`src/rtl/pipeline_buf_pkg.sv`:
```
// Pipeline stage payload types, their NOP constants and sizing helpers for pipeline_buf.
package pipeline_buf_pkg;

  typedef struct packed {
    logic [31:0] pc;
    logic [31:0] instr;
    logic        valid;
  } decode_t;

  typedef struct packed {
    logic [31:0] pc;
    logic [31:0] op_a;
    logic [31:0] op_b;
    logic [4:0]  rd;
    logic        valid;
  } execute_t;

  typedef struct packed {
    logic [31:0] addr;
    logic [31:0] wdata;
    logic        is_load;
    logic        is_store;
    logic [4:0]  rd;
    logic        valid;
  } memory_t;

  typedef struct packed {
    logic [31:0] result;
    logic [4:0]  rd;
    logic        we;
    logic        valid;
  } writeback_t;

  // Bubble values presented by an empty stage buffer
  localparam decode_t    decode_nop    = '{pc: 32'h0, instr: 32'h0000_0013, valid: 1'b0};
  localparam execute_t   execute_nop   = '{pc: 32'h0, op_a: 32'h0, op_b: 32'h0, rd: 5'd0, valid: 1'b0};
  localparam memory_t    memory_nop    = '{addr: 32'h0, wdata: 32'h0, is_load: 1'b0, is_store: 1'b0,
                                           rd: 5'd0, valid: 1'b0};
  localparam writeback_t writeback_nop = '{result: 32'h0, rd: 5'd0, we: 1'b0, valid: 1'b0};

  // Occupancy counter width: must hold 0..depth inclusive
  function automatic int unsigned cnt_width(int unsigned depth);
    return $clog2(depth + 1);
  endfunction

  // Pointer width: at least one bit even for a single-entry buffer
  function automatic int unsigned ptr_width(int unsigned depth);
    return (depth > 1) ? $clog2(depth) : 1;
  endfunction

endpackage

```
`src/rtl/pipeline_buf_if.sv`:
```
// Handshake bundle for pipeline_buf.
//   master: upstream/downstream environment (drives in_valid, in_data, out_ready)
//   slave : the buffer (drives in_ready, out_valid, out_data, count)
interface pipeline_buf_if #(
  parameter type         T     = logic [31:0],
  parameter int unsigned DEPTH = 2
);
  import pipeline_buf_pkg::*;

  localparam int unsigned CNT_W = cnt_width(DEPTH);

  logic             in_valid;
  logic             in_ready;
  T                 in_data;
  logic             out_valid;
  logic             out_ready;
  T                 out_data;
  logic [CNT_W-1:0] count;

  modport master (
    output in_valid, in_data, out_ready,
    input  in_ready, out_valid, out_data, count
  );

  modport slave (
    input  in_valid, in_data, out_ready,
    output in_ready, out_valid, out_data, count
  );

endinterface

```
`src/rtl/pipeline_buf_mem.sv`:
```
// DEPTH x T storage array for pipeline_buf; synchronous write, asynchronous read, no reset.
//   clk     : write clock
//   we_i    : write enable
//   waddr_i : write index (< DEPTH)
//   wdata_i : write payload
//   raddr_i : read index (< DEPTH)
//   rdata_o : combinational read payload
module pipeline_buf_mem
  import pipeline_buf_pkg::*;
#(
  parameter type         T     = logic [31:0],
  parameter int unsigned DEPTH = 2,
  parameter int unsigned PTR_W = ptr_width(DEPTH)
) (
  input  logic             clk,
  input  logic             we_i,
  input  logic [PTR_W-1:0] waddr_i,
  input  T                 wdata_i,
  input  logic [PTR_W-1:0] raddr_i,
  output T                 rdata_o
);

  T mem_q [DEPTH];

  // Contents are don't-care until written, so no reset
  always_ff @(posedge clk) begin
    if (we_i) begin
      mem_q[waddr_i] <= wdata_i;
    end
  end

  assign rdata_o = mem_q[raddr_i];

endmodule

```
`src/rtl/pipeline_buf.sv`:
```
// Elastic pipeline stage: DEPTH-entry circular buffer with valid/ready on both
// sides, global stall/flush, optional zero-latency bypass and NOP on empty.
//   clk, reset : clock, synchronous active-high reset
//   stall      : freeze, no push and no pop
//   flush      : drop all entries and the current input
//   bus        : in_valid/in_ready/in_data, out_valid/out_ready/out_data, count
module pipeline_buf
  import pipeline_buf_pkg::*;
#(
  parameter type         T      = logic [31:0],
  parameter int unsigned DEPTH  = 2,
  parameter T            NOP    = '0,
  parameter bit          BYPASS = 1'b0
) (
  input  logic          clk,
  input  logic          reset,
  input  logic          stall,
  input  logic          flush,
  pipeline_buf_if.slave bus
);

  localparam int unsigned      CNT_W    = cnt_width(DEPTH);
  localparam int unsigned      PTR_W    = ptr_width(DEPTH);
  localparam logic [CNT_W-1:0] FULL_CNT = CNT_W'(DEPTH);
  localparam logic [PTR_W-1:0] LAST_PTR = PTR_W'(DEPTH - 1);

  logic [PTR_W-1:0] rd_ptr_q, rd_ptr_d;
  logic [PTR_W-1:0] wr_ptr_q, wr_ptr_d;
  logic [CNT_W-1:0] count_q, count_d;
  T                 rdata;

  logic empty, full, hold;
  logic bypass_c, push, pop, push_store, pop_store;

  // Explicit wrap so non-power-of-two depths stay in range
  function automatic logic [PTR_W-1:0] ptr_inc(logic [PTR_W-1:0] ptr);
    return (ptr == LAST_PTR) ? '0 : ptr + PTR_W'(1);
  endfunction

  assign empty = (count_q == '0);
  assign full  = (count_q == FULL_CNT);
  assign hold  = stall | flush;

  // Input presented straight through when nothing is stored
  assign bypass_c = BYPASS && empty && bus.in_valid;

  // in_ready depends only on registered count and stall/flush, never on out_ready
  assign bus.in_ready  = ~full & ~hold;
  assign bus.out_valid = (~empty | bypass_c) & ~hold;
  assign bus.out_data  = !empty   ? rdata       :
                         bypass_c ? bus.in_data : NOP;
  assign bus.count     = count_q;

  assign push = bus.in_valid & bus.in_ready;
  assign pop  = bus.out_valid & bus.out_ready;

  // A bypassed entry consumed in the same cycle never touches storage
  assign push_store = push & ~(bypass_c & bus.out_ready);
  assign pop_store  = pop & ~empty;

  pipeline_buf_mem #(
    .T     (T),
    .DEPTH (DEPTH),
    .PTR_W (PTR_W)
  ) u_mem (
    .clk     (clk),
    .we_i    (push_store),
    .waddr_i (wr_ptr_q),
    .wdata_i (bus.in_data),
    .raddr_i (rd_ptr_q),
    .rdata_o (rdata)
  );

  // Pointer/occupancy next state; flush beats everything except reset
  always_comb begin
    rd_ptr_d = rd_ptr_q;
    wr_ptr_d = wr_ptr_q;
    count_d  = count_q;
    if (flush) begin
      rd_ptr_d = '0;
      wr_ptr_d = '0;
      count_d  = '0;
    end else begin
      if (push_store) wr_ptr_d = ptr_inc(wr_ptr_q);
      if (pop_store)  rd_ptr_d = ptr_inc(rd_ptr_q);
      count_d = count_q + CNT_W'(push_store) - CNT_W'(pop_store);
    end
  end

  always_ff @(posedge clk) begin
    if (reset) begin
      rd_ptr_q <= '0;
      wr_ptr_q <= '0;
      count_q  <= '0;
    end else begin
      rd_ptr_q <= rd_ptr_d;
      wr_ptr_q <= wr_ptr_d;
      count_q  <= count_d;
    end
  end

  // Structural safety properties
  a_no_push_full: assert property (@(posedge clk) disable iff (reset) !(push_store && full));
  a_no_pop_empty: assert property (@(posedge clk) disable iff (reset) !(pop && empty && !bypass_c));
  a_count_range:  assert property (@(posedge clk) disable iff (reset) 32'(count_q) <= DEPTH);

endmodule

```
`src/flat_wrapper.sv`:
```
// flat-port wrapper written by rule: the top's interface ports become plain ports
module pipeline_buf_flat import pipeline_buf_pkg::*;
#(
  parameter type         T      = logic [31:0],
  parameter int unsigned DEPTH  = 2,
  parameter T            NOP    = '0,
  parameter bit          BYPASS = 1'b0
)
  (clk, reset, stall, flush, bus_in_valid, bus_in_data, bus_out_ready, bus_in_ready, bus_out_valid, bus_out_data, bus_count);
  pipeline_buf_if #(.T(T), .DEPTH(DEPTH)) bus_i ();
  input  logic clk;
  input  logic reset;
  input  logic stall;
  input  logic flush;
  input wire logic [$bits(bus_i.in_valid)-1:0] bus_in_valid;
  input wire logic [$bits(bus_i.in_data)-1:0] bus_in_data;
  input wire logic [$bits(bus_i.out_ready)-1:0] bus_out_ready;
  output wire logic [$bits(bus_i.in_ready)-1:0] bus_in_ready;
  output wire logic [$bits(bus_i.out_valid)-1:0] bus_out_valid;
  output wire logic [$bits(bus_i.out_data)-1:0] bus_out_data;
  output wire logic [$bits(bus_i.count)-1:0] bus_count;
  assign bus_i.in_valid = bus_in_valid;
  assign bus_i.in_data = bus_in_data;
  assign bus_i.out_ready = bus_out_ready;
  assign bus_in_ready = bus_i.in_ready;
  assign bus_out_valid = bus_i.out_valid;
  assign bus_out_data = bus_i.out_data;
  assign bus_count = bus_i.count;
  pipeline_buf #(.T(T), .DEPTH(DEPTH), .NOP(NOP), .BYPASS(BYPASS)) u_core (.clk(clk), .reset(reset), .stall(stall), .flush(flush), .bus(bus_i));
endmodule
```
`config.mk`:
```
export PLATFORM = sky130hd
export DESIGN_NAME = pipeline_buf_flat
export DESIGN_NICKNAME = d
export VERILOG_FILES = /design/src/rtl/pipeline_buf_pkg.sv /design/src/rtl/pipeline_buf_if.sv /design/src/rtl/pipeline_buf_mem.sv /design/src/rtl/pipeline_buf.sv /design/src/flat_wrapper.sv
export SDC_FILE = /design/constraint.sdc
export NUM_CORES = 1
export LEC_CHECK = 0
export CAP_MARGIN = 20
export CORE_AREA = 2 2 66 99
export CTS_BUF_LIST = sky130_fd_sc_hd__clkbuf_8
export DETAILED_ROUTE_END_ITERATION = 7
export DIE_AREA = 0 0 68 101
export PLACE_DENSITY = 0.82
export SLEW_MARGIN = 15
export SYNTH_ARGS = -nofsm -noshare
export SYNTH_HDL_FRONTEND = slang
export SYNTH_HIERARCHICAL = 1
export SYNTH_SLANG_ARGS = --single-unit
```
`constraint.sdc`:
```
create_clock -name clk -period 3.7 [get_ports clk]
set_input_delay 0.37 -clock clk [delete_from_list [all_inputs] [get_ports clk]]
set_output_delay 0.37 -clock clk [all_outputs]
set_load 0.1 [all_outputs]
```
Word-level counts from Yosys, hierarchy flattened
Memory sizes are Yosys's and may differ from the RTL's. A register that Yosys moved wholly into a read port is not among the register bits.
Cells that the tools add are included.
Widths: inputs -> output; s select.
{"block": "totals", "reg_bits": 4, "ramBits": 64, "in_bits": 38, "mem_count": 1}
{"name": "u_core.u_mem.mem_q", "words": 2, "width": 32, "read_ports": 1, "rd_clocked_by_memory_dff": 1, "wr": 1, "line": "pipeline_buf_mem.sv:23", "source": "T mem_q [DEPTH];"}
{"block": "op_classes", "addsub": 4, "n_eq_ne": 1, "n_mux": 7, "bitwise": 9, "n_reduce_logical": 2}
{"op": "$mux 32", "count": 1}
{"op": "$mux 1", "count": 6}
{"op": "$and 1x1->1", "count": 5}
{"op": "$not 1->1", "count": 3}
{"op": "$add 1x1->1 const B", "count": 2}
{"op": "$add 2x1->2", "count": 1}
{"op": "$eq 2x2->1 const B", "count": 1}
{"op": "$logic_not 2->1", "count": 1}
{"op": "$reduce_or 2->1", "count": 1}
{"op": "$sub 2x1->2", "count": 1}
{"op": "$or 1x1->1", "count": 1}

Longest topological paths before layout
Gate-level depths: netlist of the first run.
{"block": "depth", "word_depth": 7, "ltp_mapped": 9}

Cells and area by module
The synthesis of the first run kept the hierarchy.
{"module": "pipeline_buf_mem", "instances": 1, "cells_per_inst": 102, "area_per_inst_um2": 2478.6, "seq_area_each_um2": 1921.8}
{"module": "pipeline_buf", "instances": 1, "cells_per_inst": 63, "area_per_inst_um2": 486.7, "seq_area_each_um2": 80.1}

Least setup slack after synthesis of the first run
Ideal clock, no wire load.
{"block": "synth_timing", "path_type": "reg-to-output", "startpoint": "register u_core.count_q[1] (netlist: u_core/bus.count[1])", "endpoint": "output bus_out_valid", "t_arrival_ps": 3453, "required_ps": 3330, "path_slack_ps": -123, "path_stages_with_launch": 4, "path_buffers": 1, "cell_sequence": "dfxtp_1 -> nor2_2 -> buf_2 -> nor3_1"}
{"block": "synth_between", "elab_chain_len": 3}
{"element": "from (decl)", "line": "pipeline_buf.sv:29", "source": "logic [CNT_W-1:0] count_q, count_d;"}
{"element": "from (signal assigned)", "line": "pipeline_buf.sv:98", "source": "count_q <= count_d;"}
{"element": "$logic_not 2->1", "line": "pipeline_buf.sv:40", "source": "assign empty = (count_q == '0);"}
{"element": "$not 1->1", "line": "pipeline_buf.sv:49", "source": "assign bus.out_valid = (~empty | bypass_c) & ~hold;"}
{"element": "$and 1x1->1", "line": "pipeline_buf.sv:49"}
{"element": "to (decl)", "line": "flat_wrapper.sv:19", "source": "output wire logic [$bits(bus_i.out_valid)-1:0] bus_out_valid;"}
Every way passes these cells.

==> results of run 1 <==
[sequential cells by signal, indices dropped and copies added (netlist names)]
| register | flops |
|---|---|
| u_core/bus.count | 2 |
| u_core/rd_ptr_q | 1 |
| u_core/u_mem/mem_q | 64 |
| u_core/wr_ptr_q | 1 |
[final cells by class]
type                    instances  area [µm²]
clock buffers                   9         124
clock inverters                 7         163
fillers                       454        2080
inverters                       4        15.0
multi-input cells              85         875
flip-flops and latches         68        2000
well taps                      74        92.6
repair buffers                 77         696
[power breakdown]
| group | internal, µW | switching, µW | leakage (µW) |
|---|---|---|---|
| Combinational | 64.0 | 84.0 | 0.000718 |
| Clock | 583 | 262 | 0.000141 |
| Sequential | 856 | 4.30 | 0.000614 |
| Total | 1500 | 351 | 0.00147 |
[Yosys cell counts (3+ instances only)]
master	n	area (µm²)
edfxtp_1	64	1920
buf_2	4	20.0
mux2_4	30	450
inv_1	4	15.0
dfxtp_1	4	80.1
buf_12	3	60.1
nor2b_1	33	206
and2_1	3	18.8
[worst paths after layout]
path	from	endpoint
max	u_core/rd_ptr_q	bus_out_data[4]
min	u_core/wr_ptr_q	u_core/wr_ptr_q
max reg2reg	u_core/bus.count[1]	u_core/bus.count[1]
min reg2reg	u_core/wr_ptr_q	u_core/wr_ptr_q
[cells in the final DEF, fill, tap and decap left out]
cell type,n
bufinv_16,5
mux2_4,30
nor2b_4,1
or3_1,2
buf_4,37
clkinv_1,1
o311ai_2,1
nor2_1,1
nor2b_1,32
xnor2_1,2
and2_1,3
ha_1,2
nor2_2,1
nor4_2,1
and2b_1,1
inv_1,4
o41ai_2,2
dfxtp_2,1
mux2_2,2
dfxtp_1,3
clkinv_4,1
edfxtp_1,64
o311ai_1,1
nor4_1,1
clkdlybuf4s50_1,39
buf_16,1
clkbuf_8,9
nor3_2,2
[worst max-delay path: stages, from the launching register on]
cell and delay [ns]:
dfxtp_2 0.71, buf_16 0.25, mux2_4 0.32, nor2b_1 0.14
buf_4 0.27
[logic make-up after synthesis]
family	share of synthesized area (%)
adder cells (fa/ha/maj)	0.844
AND/OR/NAND/NOR	9.58
flip-flops	67.5
buffers and inverters	3.59
XOR/XNOR	0.591
multiplexers	15.9
AO/OA/AOI/OAI	1.94
[per-stage QoR]
| stage | worst slack, ns | instances | hold slack, ns | util [%] | instance area [µm²] |
|---|---|---|---|---|---|
| 6_report | 1.31 | 324 | 0.577 | 65.7 | 3970 |
| 5_1_grt | 1.18 | 324 | 0.602 | 65.7 | 3970 |
| 2_1_floorplan | 0.274 | 165 | 0.469 | - | 2980 |
| 3_5_place_dp | 1.25 | 307 | 0.561 | 60.5 | 3650 |
| 4_1_cts | 1.08 | 323 | 0.569 | 65.2 | 3940 |
| 3_3_place_gp | 1.28 | 307 | 0.544 | 60.5 | 3650 |
[per-layer routing]
layer | routed length [µm] | global-route usage [%] | up-vias
met1 | 1890 | 18.0 | 764
met4 | 87 | 7.23 | 0
li1 | - | - | 768
met3 | 246 | 5.36 | 7
met5 | 0 | 0 | -
met2 | 2630 | 25.0 | 39
==> flow_summary.ini, run 1 <==
[run_status]
status = completed

[drt]
vias_per_cell = 4.87
drtAntennaViolNets = 0
vias = 1578
detailedRoute.firstPassIterationCount = 3
drtIter0Drc = 46
totalWireLength_mm = 4.86
drc = 0
wl_per_cell_um = 15.0

[sta]
max_freq_mhz = 418
relSlewSlack_pct = 35.2
setup_viol = 0
finalClockSkew_ns = 0.00641
period_share_pct = 64.7
min_period_ns = 2.39
timing.setup.tns_ns = 0
worstMarginPinSlew_ns = 0.969
slew_violations = 0
rsz0062_at_grt = false
hold_viol = 0

[floorplanning]
coreArea_mm2 = 0.00604
ioPinCount = 74
dieHeight_um = 101
start_util_pct = 49.1
num_rows = 35
dieArea_mm2 = 0.00687
die_x_um = 68

[setup_path]
worstSetupStartpointType = flop
ff2ff_setup_slack_ns = 1.63
worstSetupPathType = flop to output pin
setup.worst_path.end_class = output pin
critPathRequiredTime_ns = 3.33
ff2ff_path_depth = 8
critPathMaxFanout = 19
arrival_ns = 2.02

[global_routing]
grt_pass1_vias = 1593
antenna_found_initial = 0
grt_pass1_wl_mm = 7.49
grt.total_usage_pct = 15.4
overflow = 0
grt_max_degree = 35

[final_layout]
drive_above_1_share_pct = 37.6
area_growth_pct = 33.8
num_antenna_cells = 0
final_nets = 285

[synthesis]
async_flop_share_pct = 0
synth_area_mm2 = 0.00297
yosys_warnings = 6
syn-num-nets = 205
synth-seq-area-share_pct = 67.5
syn_area_per_cell_um2 = 18.0
syn-instance-count = 165
synth_edf_count = 64
synthFlopType = edfxtp_1
synth_cell_type_count = 22
ys_ff_latch = 68

[clock_network]
cts_hold_buf = 0
cts_sinks = 68
clkLatencyLatePin_ns = 0.33
path_clk_slew_ns = 0.07
cts_buffer_depth = 2
ctsResizeCount = 0
cts_tree = yes
cts_buffers = 9
cts-root-buf = clkbuf_8
cts_max_level = 3
post_cts_buffers = 0

[power]
p_total_uw = 1850
p_leak_uw = 0.00147
power.density_mw_per_mm2 = 467
ir_drop_v = 0.000483

[place]
port_buffers = 73
gp_congestion = 0.731
hpwl_mm = 3.14

[job]
cap_violations = 0

[min_path]
hold_class = flop to flop
min_path_cells = 2
(Power assumes the default switching activity.)
==> inputs of run 2 (changes only) <==
--- a/config.mk
+++ b/config.mk
@@ -6,11 +6,11 @@
 export NUM_CORES = 1
 export LEC_CHECK = 0
 export CAP_MARGIN = 20
-export CORE_AREA = 2 2 66 99
+export CORE_AREA = 2 2 69 104
 export CTS_BUF_LIST = sky130_fd_sc_hd__clkbuf_8
 export DETAILED_ROUTE_END_ITERATION = 7
-export DIE_AREA = 0 0 68 101
-export PLACE_DENSITY = 0.82
+export DIE_AREA = 0 0 71 106
+export PLACE_DENSITY = 0.79
 export SLEW_MARGIN = 15
 export SYNTH_ARGS = -nofsm -noshare
 export SYNTH_HDL_FRONTEND = slang
==> constraint.sdc (replaced) <==
create_clock -name clk -period 2 [get_ports clk]
set_input_delay 0.2 -clock clk [delete_from_list [all_inputs] [get_ports clk]]
set_output_delay 0.2 -clock clk [all_outputs]
set_load 0.1 [all_outputs]
==> flow_summary.ini, run 2 (synthesis gave the netlist of run 1 again) <==
[clock_network]
clkLatencyLatePin_ns = 0.33
path_clk_slew_ns = 0.07
ctsResizeCount = 0
cts-root-buf = clkbuf_8
cts_hold_buf = 0
cts_sinks = 68
post_cts_buffers = 0
cts_buffers = 9
cts_tree = yes
cts_max_level = 3
cts_buffer_depth = 2

[setup_path]
worstReg2RegStart = u_core/bus.count[0]
critPathRequiredTime_ns = 2.22
critPathMaxFanout = 4
arrival_ns = 2.08
crit_start = u_core/bus.count[0]
worstSetupPathType = flop to flop
worstSetupStartpointType = flop
setup.worst_path.end_class = flop

[drt]
drtIter0Drc = 137
vias_per_cell = 4.87
detailedRoute.firstPassIterationCount = 4
drtAntennaViolNets = 0
vias = 1637
wl_per_cell_um = 15.3
drc = 0
totalWireLength_mm = 5.16

[final_layout]
area_growth_pct = 52.0
largest_register_ffs = 64
regMostFlops = u_core/u_mem/mem_q
final_nets = 293
final_common_cell = edfxtp_1
drive_above_1_share_pct = 54.7
design_area_mm2 = 0.00451
most-common-layout-cells = 64 x edfxtp_1, 38 x buf_12, 37 x clkdlybuf4s50_1, 32 x nor2b_2, 30 x mux2_4
num_antenna_cells = 0

[place]
gp_congestion = 0.714
port_buffers = 73
place_ws_ns = -0.0672
hpwl_mm = 3.62
dpl_cell_area_mm2 = 0.00432

[sta]
max_freq_mhz = 536
hold_viol = 0
rsz0062_at_grt = false
finalClockSkew_ns = 0.00789
timing.setup.tns_ns = 0
slew_violations = 0
setup_viol = 0
relSlewSlack_pct = 61.1
worstMarginPinSlew_ns = 0.583
setup_ws_ns = 0.135
min_period_ns = 1.87
period_share_pct = 93.3

[power]
p_leak_uw = 0.00161
p_total_uw = 2980
power.density_mw_per_mm2 = 660
ir_drop_v = 0.000655

[run_status]
status = completed

[floorplanning]
die_x_um = 71
ioPinCount = 74
dieArea_mm2 = 0.00753
coreArea_mm2 = 0.00671
num_rows = 37
dieHeight_um = 106
start_util_pct = 44.2

[global_routing]
overflow = 0
grt_pass1_vias = 1727
antenna_found_initial = 0
grt_pass1_wl_mm = 8.25
grt_max_degree = 36
grt.total_usage_pct = 14.6

[job]
cap_violations = 0

[min_path]
hold_class = input pin to flop
min_from = bus_in_data[19]
==> run 2: cell types whose count changed in the layout (fill, tap and decap cells not counted), moves of 4 or more <==
cell,delta
buf_12,+38
buf_4,-27
bufinv_16,-4
nor2b_1,-32
nor2b_2,+32
==> run 2: path summary, 6_finish.rpt <==
check,to,slack [ns],cells after the start
worst max-delay path,u_core/bus.count[1],0.13,9
worst min register to register,u_core/wr_ptr_q,0.54,2
worst min-delay path,u_core/u_mem/mem_q[0][19],0.45,1
worst max register to register,u_core/bus.count[1],0.13,9
==> run 2: area by class of cell <==
| type | instances | area, µm² |
|---|---|---|
| clock buffer | 9 | 124 |
| clock inverter | 7 | 67.6 |
| fill | 458 | 2210 |
| inverter | 4 | 15.0 |
| multi-input combinational | 85 | 986 |
| sequential | 68 | 2010 |
| tap | 78 | 97.6 |
| timing repair buffer | 85 | 1210 |
==> run 2: metrics by stage <==
stage | hold slack (ns) | std cells | util, %
after global routing | 0.421 | 336 | 67.1
final | 0.451 | 336 | 67.1
after detailed placement | 0.541 | 320 | 64.3
after global placement | 0.535 | 320 | 64.3
after CTS | 0.434 | 336 | 67.1
after floorplan | 0.299 | 165 | -
==> run 2: layer usage <==
layer	track usage, %	vias up	wire length (µm)
li1	-	785	-
met1	15.6	801	1930
met2	26.3	44	2930
met3	4.17	7	184
met4	6.60	0	107
met5	0	-	0
==> run 2: worst max-delay path, cell delays in order, from the launching register on <==
cell and delay [ns]:
dfxtp_4 0.37, and2b_2 0.28, nor4_4 0.17, inv_1 0.07, ha_1 0.27, inv_1 0.04, ha_2 0.16, xnor2_1 0.13
xnor2_1 0.12, and2_1 0.15
==> run 2: power breakdown <==
group / leakage (µW) / switching (µW) / internal (µW) / total [µW]
Combinational: 0.000898 / 171 / 164 / 335
Sequential: 0.000616 / 7.50 / 1580 / 1590
Clock: 0.0000926 / 485 / 568 / 1050
